File: config.mk
export PLATFORM = sky130hd
export DESIGN_NAME = uart_rx_top
export DESIGN_NICKNAME = d
export VERILOG_FILES = /design/src/rtl/uart_pkg.sv /design/src/rtl/uart_rx_fifo.sv /design/src/rtl/uart_rx_top.sv
export SDC_FILE = /design/constraint.sdc
export NUM_CORES = 1
export LEC_CHECK = 0
export BUFFER_PORTS_ARGS = -buffer_cell sky130_fd_sc_hd__buf_2
export CAP_MARGIN = 30
export CORE_UTILIZATION = 61
export DETAILED_ROUTE_END_ITERATION = 12
export GPL_ROUTABILITY_DRIVEN = 1
export GPL_TIMING_DRIVEN = 0
export PLACE_DENSITY = 0.84
export SETUP_SLACK_MARGIN = 0.02
export SLEW_MARGIN = 20
export SYNTH_ARGS = -nofsm -noshare
export SYNTH_HDL_FRONTEND = slang
export SYNTH_SLANG_ARGS = --single-unit
export TNS_END_PERCENT = 20
File: constraint.sdc
create_clock -name clk_i -period 6.18 [get_ports clk_i]
set_clock_uncertainty 0.1 [all_clocks]
set_input_delay 0.618 -clock clk_i [delete_from_list [all_inputs] [get_ports clk_i]]
set_output_delay 0.618 -clock clk_i [all_outputs]
set_load 0.02 [all_outputs]
File: src/rtl/uart_pkg.sv
// rtl/uart_pkg.sv - shared types and constants for the UART receiver.
package uart_pkg;

  typedef enum logic [1:0] {
    IDLE  = 2'd0,
    START = 2'd1,
    DATA  = 2'd2,
    STOP  = 2'd3
  } rx_state_e;

  localparam int UART_W_DEF        = 5;
  localparam int UART_B_DEF        = 8;
  localparam int UART_MIN_BAUD_DIV = 16;

endpackage

File: src/rtl/uart_rx_fifo.sv
// rtl/uart_rx_fifo.sv - circular first-word fall-through RX FIFO with sticky overrun.
module uart_rx_fifo
  import uart_pkg::*;
#(
  parameter int W = UART_W_DEF,
  parameter int B = UART_B_DEF
) (
  input  logic         clk,
  input  logic         rst_n,
  input  logic         push,
  input  logic [B-1:0] wdata,
  input  logic         pop,
  output logic [B-1:0] rdata,
  output logic         full,
  output logic         empty,
  output logic         overrun
);

  localparam logic [W:0] DEPTH = {1'b1, {W{1'b0}}};

  logic [B-1:0] mem [2**W];
  logic [W-1:0] wr_ptr;
  logic [W-1:0] rd_ptr;
  logic [W:0]   count;
  logic         rd_ok;
  logic         wr_ok;
  logic         drop;

  assign full  = (count == DEPTH);
  assign empty = (count == '0);
  assign rdata = mem[rd_ptr];

  // A read frees the head slot this cycle, so a push while full is still accepted.
  assign rd_ok = pop & ~empty;
  assign wr_ok = push & (~full | rd_ok);
  assign drop  = push & full & ~rd_ok;

  always_ff @(posedge clk) begin
    if (wr_ok) begin
      mem[wr_ptr] <= wdata;
    end
  end

  always_ff @(posedge clk or negedge rst_n) begin
    if (!rst_n) begin
      wr_ptr  <= '0;
      rd_ptr  <= '0;
      count   <= '0;
      overrun <= 1'b0;
    end else begin
      if (wr_ok) begin
        wr_ptr <= wr_ptr + 1'b1;
      end
      if (rd_ok) begin
        rd_ptr <= rd_ptr + 1'b1;
      end
      case ({wr_ok, rd_ok})
        2'b10:   count <= count + 1'b1;
        2'b01:   count <= count - 1'b1;
        default: count <= count;
      endcase
      if (drop) begin
        overrun <= 1'b1;
      end else if (rd_ok) begin
        overrun <= 1'b0;
      end
    end
  end

endmodule

File: src/rtl/uart_rx_top.sv
// rtl/uart_rx_top.sv - UART receiver: synchronizer, frame FSM, shifter and RX FIFO.
// Stop-bit checking and the frame_err flag exist only when UART_RX_FRAME_ERR_EN is defined.
module uart_rx_top
  import uart_pkg::*;
#(
  parameter int W = UART_W_DEF,
  parameter int B = UART_B_DEF
) (
  input  logic         clk_i,
  input  logic         rstn_i,
  input  logic [15:0]  baud_div,
  input  logic         UART_Control_Register_rx_Active,
  input  logic         UART_Data_Read_Register_enable,
  output logic [B-1:0] UART_Data_Read_Register_rdata,
  output logic         UART_Status_Register_rx_full,
  output logic         UART_Status_Register_rx_empty,
  output logic         UART_Status_Register_rx_overrun,
`ifdef UART_RX_FRAME_ERR_EN
  output logic         UART_Status_Register_rx_frame_err,
`endif
  input  logic         UART_rx_i,
  output logic         UART_Data_Receive_Tick
);

  localparam int BCW = (B > 1) ? $clog2(B) : 1;

  rx_state_e    state;
  rx_state_e    next;
  logic [1:0]   sync;
  logic         rx_s;
  logic         rx_q;
  logic         fall;
  logic         active;
  logic [15:0]  div_eff;
  logic [15:0]  div_q;
  logic [15:0]  cnt;
  logic         cnt_zero;
  logic [BCW-1:0] bit_cnt;
  logic         last_bit;
  logic [B-1:0] shreg;
  logic         push;
`ifdef UART_RX_FRAME_ERR_EN
  logic         ferr_set;
  logic         read_acc;
`endif

  assign rx_s     = sync[1];
  assign fall     = rx_q & ~rx_s;
  assign active   = UART_Control_Register_rx_Active;
  assign cnt_zero = (cnt == '0);
  assign last_bit = (bit_cnt == BCW'(B - 1));
  // Below the minimum divider the receiver is undefined; clamp so the counters stay sane.
  assign div_eff  = (baud_div < 16'(UART_MIN_BAUD_DIV)) ? 16'(UART_MIN_BAUD_DIV) : baud_div;

  always_ff @(posedge clk_i or negedge rstn_i) begin
    if (!rstn_i) begin
      sync <= 2'b11;
      rx_q <= 1'b1;
    end else begin
      sync <= {sync[0], UART_rx_i};
      rx_q <= rx_s;
    end
  end

  always_ff @(posedge clk_i or negedge rstn_i) begin
    if (!rstn_i) begin
      state <= IDLE;
    end else begin
      state <= next;
    end
  end

  always_comb begin
    next = state;
    push = 1'b0;
`ifdef UART_RX_FRAME_ERR_EN
    ferr_set = 1'b0;
`endif
    case (state)
      IDLE: begin
        if (active && fall) next = START;
      end
      START: begin
        if (!active) next = IDLE;
        else if (cnt_zero) next = rx_s ? IDLE : DATA;
      end
      DATA: begin
        if (!active) next = IDLE;
        else if (cnt_zero && last_bit) next = STOP;
      end
      STOP: begin
        if (!active) begin
          next = IDLE;
        end else if (cnt_zero) begin
          next = IDLE;
`ifdef UART_RX_FRAME_ERR_EN
          if (rx_s) push = 1'b1;
          else ferr_set = 1'b1;
`else
          push = 1'b1;
`endif
        end
      end
      default: next = IDLE;
    endcase
  end

  // The divider is captured on every state change so mid-frame edits wait for the next one.
  always_ff @(posedge clk_i or negedge rstn_i) begin
    if (!rstn_i) begin
      cnt     <= '0;
      div_q   <= 16'(UART_MIN_BAUD_DIV);
      bit_cnt <= '0;
      shreg   <= '0;
    end else begin
      if (next != state) begin
        div_q <= div_eff;
        cnt   <= (next == START) ? (div_eff >> 1) - 16'd1 : div_eff - 16'd1;
      end else if (state != IDLE) begin
        cnt <= cnt_zero ? div_q - 16'd1 : cnt - 16'd1;
      end
      if (state == IDLE && next == START) begin
        bit_cnt <= '0;
      end else if (state == DATA && cnt_zero) begin
        bit_cnt <= bit_cnt + 1'b1;
        shreg   <= {rx_s, shreg[B-1:1]};
      end
    end
  end

  assign UART_Data_Receive_Tick = push;

  uart_rx_fifo #(
    .W (W),
    .B (B)
  ) u_fifo (
    .clk     (clk_i),
    .rst_n   (rstn_i),
    .push    (push),
    .wdata   (shreg),
    .pop     (UART_Data_Read_Register_enable),
    .rdata   (UART_Data_Read_Register_rdata),
    .full    (UART_Status_Register_rx_full),
    .empty   (UART_Status_Register_rx_empty),
    .overrun (UART_Status_Register_rx_overrun)
  );

`ifdef UART_RX_FRAME_ERR_EN
  assign read_acc = UART_Data_Read_Register_enable & ~UART_Status_Register_rx_empty;

  always_ff @(posedge clk_i or negedge rstn_i) begin
    if (!rstn_i) begin
      UART_Status_Register_rx_frame_err <= 1'b0;
    end else if (ferr_set) begin
      UART_Status_Register_rx_frame_err <= 1'b1;
    end else if (read_acc) begin
      UART_Status_Register_rx_frame_err <= 1'b0;
    end
  end
`endif

endmodule

Yosys cells after proc, flatten, opt, wreduce, memory -nomap -nowiden
Memory sizes are Yosys's and may differ from the RTL's.
Cells that the tools add are included.
{ "word_totals": {"ff_bits": 65, "ramBits": 256, "input_bits": 21, "out_inout_bits": 12, "elab_cells": 79, "n_memories": 1} }
{ "mem_list": {"columns": ["memory", "words", "width", "rd", "rd_clocked_by_memory_dff", "write_ports", "line", "source"], "rows": [
  ["u_fifo.mem", 32, 8, 1, 0, 1, "uart_rx_fifo.sv:21", "logic [B-1:0] mem [2**W];"]
]} }
{ "classes": {"add_sub_neg": 9, "order_cmp": 1, "eq_ne": 9, "n_mux": 24, "bitwise_logic": 11, "reduce_logical": 13} }
{ "op_table": {"columns": ["cell", "count"], "rows": [
  ["$mux 16", 5],
  ["$sub 16x1->16 const B", 3],
  ["$logic_not 16->1", 1],
  ["$lt 16x5->1 const B", 1],
  ["$mux 2", 8],
  ["$sub 15x1->16 const B", 1],
  ["$pmux 6 s2", 1],
  ["$add 5x1->5 const B", 2],
  ["$reduce_bool 2->1", 5],
  ["$pmux 2 s4", 1],
  ["$mux 1", 7],
  ["$add 6x1->6 const B", 1],
  ["$eq 2x1->1 const B", 3],
  ["$eq 2x2->1 const B", 3],
  ["$eq 6x6->1 const B", 1],
  ["$logic_not 6->1", 1],
  ["$mux 3", 2],
  ["$sub 6x1->6 const B", 1],
  ["$and 1x1->1", 5],
  ["$not 1->1", 5],
  ["$logic_and 1x1->1", 4],
  ["$add 3x1->3 const B", 1],
  ["$eq 3x3->1 const B", 1],
  ["$logic_not 2->1", 1],
  ["3 further kinds", 3]
]} }

Logic depth before layout (Yosys ltp)
{ "depth": {"depth_word": 9, "depth_mapped": 16, "mapped_depth_nobuf": 15} }

Hierarchy
From an unflattened synthesis, not the netlist that was laid out.
{ "unflattened": {"hier_cells": 894, "hier_area_um2": 13716.9} }
{ "by_module_without_submodules": {"columns": ["module", "n_inst", "cells_each", "area_per_inst_um2", "seq_area_each_um2"], "rows": [
  ["uart_rx_fifo", 1, 606, 11015.6, 8112.8],
  ["uart_rx_top", 1, 288, 2701.3, 1206.2]
]} }

Worst setup path before layout
Ideal clock, no wire load.
{ "synth_timing": {"kind": "register to output", "start": "register u_fifo.rd_ptr[0]", "end": "output UART_Data_Read_Register_rdata[0]", "arrival_time_ns": 2.693, "slack_ns": 2.769, "path_stages_with_launch": 6, "n_path_buf": 2, "path_cell_list": "dfrtp_1 -> buf_1 -> buf_1 -> mux4_2 -> mux4_2 -> mux2_2"} }
{ "synth_via": {"elab_chain_cells": 1} }
{ "synth_rtl": {"columns": ["item", "line", "source"], "rows": [
  ["from (decl)", "uart_rx_fifo.sv:23", "logic [W-1:0] rd_ptr;"],
  ["from (signal assigned)", "uart_rx_fifo.sv:55", "rd_ptr <= rd_ptr + 1'b1;"],
  ["$mem_v2 32x8", null, null],
  ["to (decl)", "uart_rx_top.sv:14", "output logic [B-1:0] UART_Data_Read_Register_rdata,"]
]} }
Every way passes these cells.

Worst setup path in the final report
{ "layout_timing": {"start": "register u_fifo.rd_ptr[0]", "end": "output UART_Data_Read_Register_rdata[4]"} }
Same word-level chain as after synthesis.

==> out/results.ini <==
[power_and_ir_drop]
power.ir.vdd_worst_uv=293
p_leak_nw=5.13
p_int_mw=4.03
clock_power_share_pct=32.3
p_sw_mw=1.63
pwr-share-comb_pct=23.3
power_density_nw_per_um2=371
pwr-share-seq_pct=44.3
finalPower_mw=5.66
swShare_pct=28.8

[die]
ios=33
die_width_um=152
initial_core_util_pct=62.3
row_count=54
die_area_um2=23000
core-area_um2=21900
die_height_um=152

[route]
vias_per_cell=6.60
routed-wl-met3_um=2600
dr.first_iter.drc_count=868
drt-total-wl_um=30200
top_layer=met5
avgRoutedWirePerCell_um=25.3
vias=7876
m1WireLength_um=11300
wl_met2_um=15400
antenna_left=0
drc_errors=0
dr.pass1.iters=5

[critical_path]
path_max_fanout=10
endpoint_kind=output port
start_kind=flip-flop
worstPathRequired_ns=5.46
worstPathArrival_ns=3.98
r2r_slack_ns=1.79
path_class=reg2out

[timing]
grt_setup_unrepaired=false
timing.fmax_mhz=213
period_minus_slack_ns=4.70
slew_viol_final=0
fin_crit_sh_pct=76.0
setup_tns_ns=0
final-hold-violation-count=0
relSlewSlack_pct=39.0
tightest_slew_ns=0.915
setup_violations=0

[clocking]
cts_tree=built
cts_sinks=321
clock_path_buffers=3
clk_latency_ns=0.57
numCtsBuffers=31
path_clk_slew_ns=0.06
cts-resized-gates=0
h-tree-depth=1
cts_root_buffer=clkbuf_16

[final_layout]
drive_gt1_share_pct=23.0
diodes=0
nets=922
area_delta_synth_final_pct=12.0

[grt]
grt_max_degree=36
grt_use_total_pct=27.4
antenna_found_initial=1
first_global_vias=7787
grt_pass1_wl_um=45600
grt-ovfl-total=0

[synthesis]
yosysWarnings=0
synth_area_um2=13600
ys_types=55
yosysTopAreaCell=edfxtp_1
ys_seq_area_share_pct=68.3
synth_common_cells=256 x edfxtp_1, 80 x mux4_2, 61 x dfrtp_1, 56 x nand2_1, 54 x nor2_1
postSynthCellCount=815
async_flop_share_pct=20.2
synth_edf_count=256
synth.top_cell.area_share_pct=56.4
syn_nets=849
synth_area_leaders=edfxtp_1 56%, mux4_2 13%, dfrtp_1 11%
avgSynthCellArea_um2=16.7
synth_seq_cells=321
synth_most_common_cell=edfxtp_1
ys.flop_type=edfxtp_1

[place]
place_congestion=0.926
hpwl_um=19700
portBuffers=32

[outcome]
status=finished, final reports clean

[worst_hold_path]
hold_class=in2reg

[flow_run]
cap_viol_max_count=0

[kinds of logic (layout without fill, tap and decap cells)]
family                     count (synthesis)  in the layout  share of synthesized area [%]
AOI/OAI and AO/OA                        116            116                           5.49
xor gates and xnor gates                  21             21                           1.35
adders and majority gates                 13             13                           1.25
buffers and inverters                     58            156                           1.61
DFF                                      321            321                           68.3
muxes                                    106            106                           15.4
and+or+nand+nor                          180            180                           6.57
[sequential cells by signal (all words and copies together), names as in the netlist]
register	count
u_fifo.overrun	1
rx_q	1
div_q	16
u_fifo.mem	256
state	2
cnt	16
shreg	8
bit_cnt	3
u_fifo.rd_ptr	5
sync	2
u_fifo.count	6
u_fifo.wr_ptr	5
[power by group through the flow]
stage	combinational [mW]	sequential [mW]	clock [mW]
after floorplan	0.981	2.51	0
after global placement	1.24	2.54	0
after detailed placement	1.30	2.54	0
after CTS	1.31	2.51	1.85
after global routing	1.42	2.52	1.92
final	1.32	2.51	1.83
[cell type report]
cell class,count,area (um2)
buffer,38,145
multi-input combinational,436,4100
clock buffer,38,823
timing repair buffer,40,288
clock inverter,20,166
tap,280,350
inverter,20,75.1
sequential,321,9320
fill,1402,6620
[metrics by stage]
stage	cells	util [%]	cell area, um2	setup WS (ns)	hold WS [ns]
6_report	1193	69.7	15300	1.48	0.0537
5_1_grt	1193	69.7	15300	1.31	0.0304
4_1_cts	1191	69.6	15200	1.41	0.0332
3_5_place_dp	1132	65.1	14200	1.85	0.248
3_3_place_gp	1127	64.6	14100	1.89	0.248
2_1_floorplan	815	-	13600	2.77	0.222
[repair_timing]
| action | in CTS | in global routing |
|---|---|---|
| hold buffers | 1 | 0 |
| endpoints found under the hold margin | 26 | 0 |
| setup buffers | 0 | 0 |
| endpoints found under the setup margin | 0 | 0 |
[path summary, 6_finish.rpt]
kind | startpoint | end | depth (start not counted)
max in group asynchronous | rstn_i | shreg[0] | 3
min | UART_rx_i | sync[0] | 1
min in group asynchronous | rstn_i | u_fifo.count[5] | 2
max reg2reg | cnt[5] | u_fifo.mem[20][2] | 8
min reg2reg | sync[0] | sync[1] | 0
max | u_fifo.rd_ptr[0] | UART_Data_Read_Register_rdata[4] | 6
[per-layer routing]
layer | track usage (%) | up-vias
met5 | 0 | -
met4 | 8.27 | 2
met3 | 4.19 | 69
met2 | 47.4 | 489
met1 | 36.3 | 3928
li1 | - | 3388
[critical path, cell delays in order, from the launching register on]
cell and delay [ns]:
dfrtp_1 0.44, buf_1 0.61, buf_1 0.71, mux4_2 0.66
mux4_2 0.55, mux2_2 0.29, buf_2 0.16
[cells in the final DEF (no fill, tap or decap), drive strengths merged, types with 4 or more instances in the layout]
master	netlist	layout
and4	4	4
clkinv	1	15
clkbuf	26	64
a41oi	7	7
a21oi	35	35
inv	19	22
mux2i	7	7
nor2	54	54
nand3	17	17
nand4	9	9
a31oi	7	7
mux2	19	19
nand2	56	56
o21ai	30	30
xnor2	11	11
dfstp	4	4
a21o	8	8
edfxtp	256	256
a22o	7	7
nor3	5	5
mux4	80	80
and2	6	6
buf	12	51
ha	12	12
xor2	10	10
dfrtp	61	61
o31ai	8	8
nor4	18	18
Note: power is estimated with default switching activity, not from simulation.
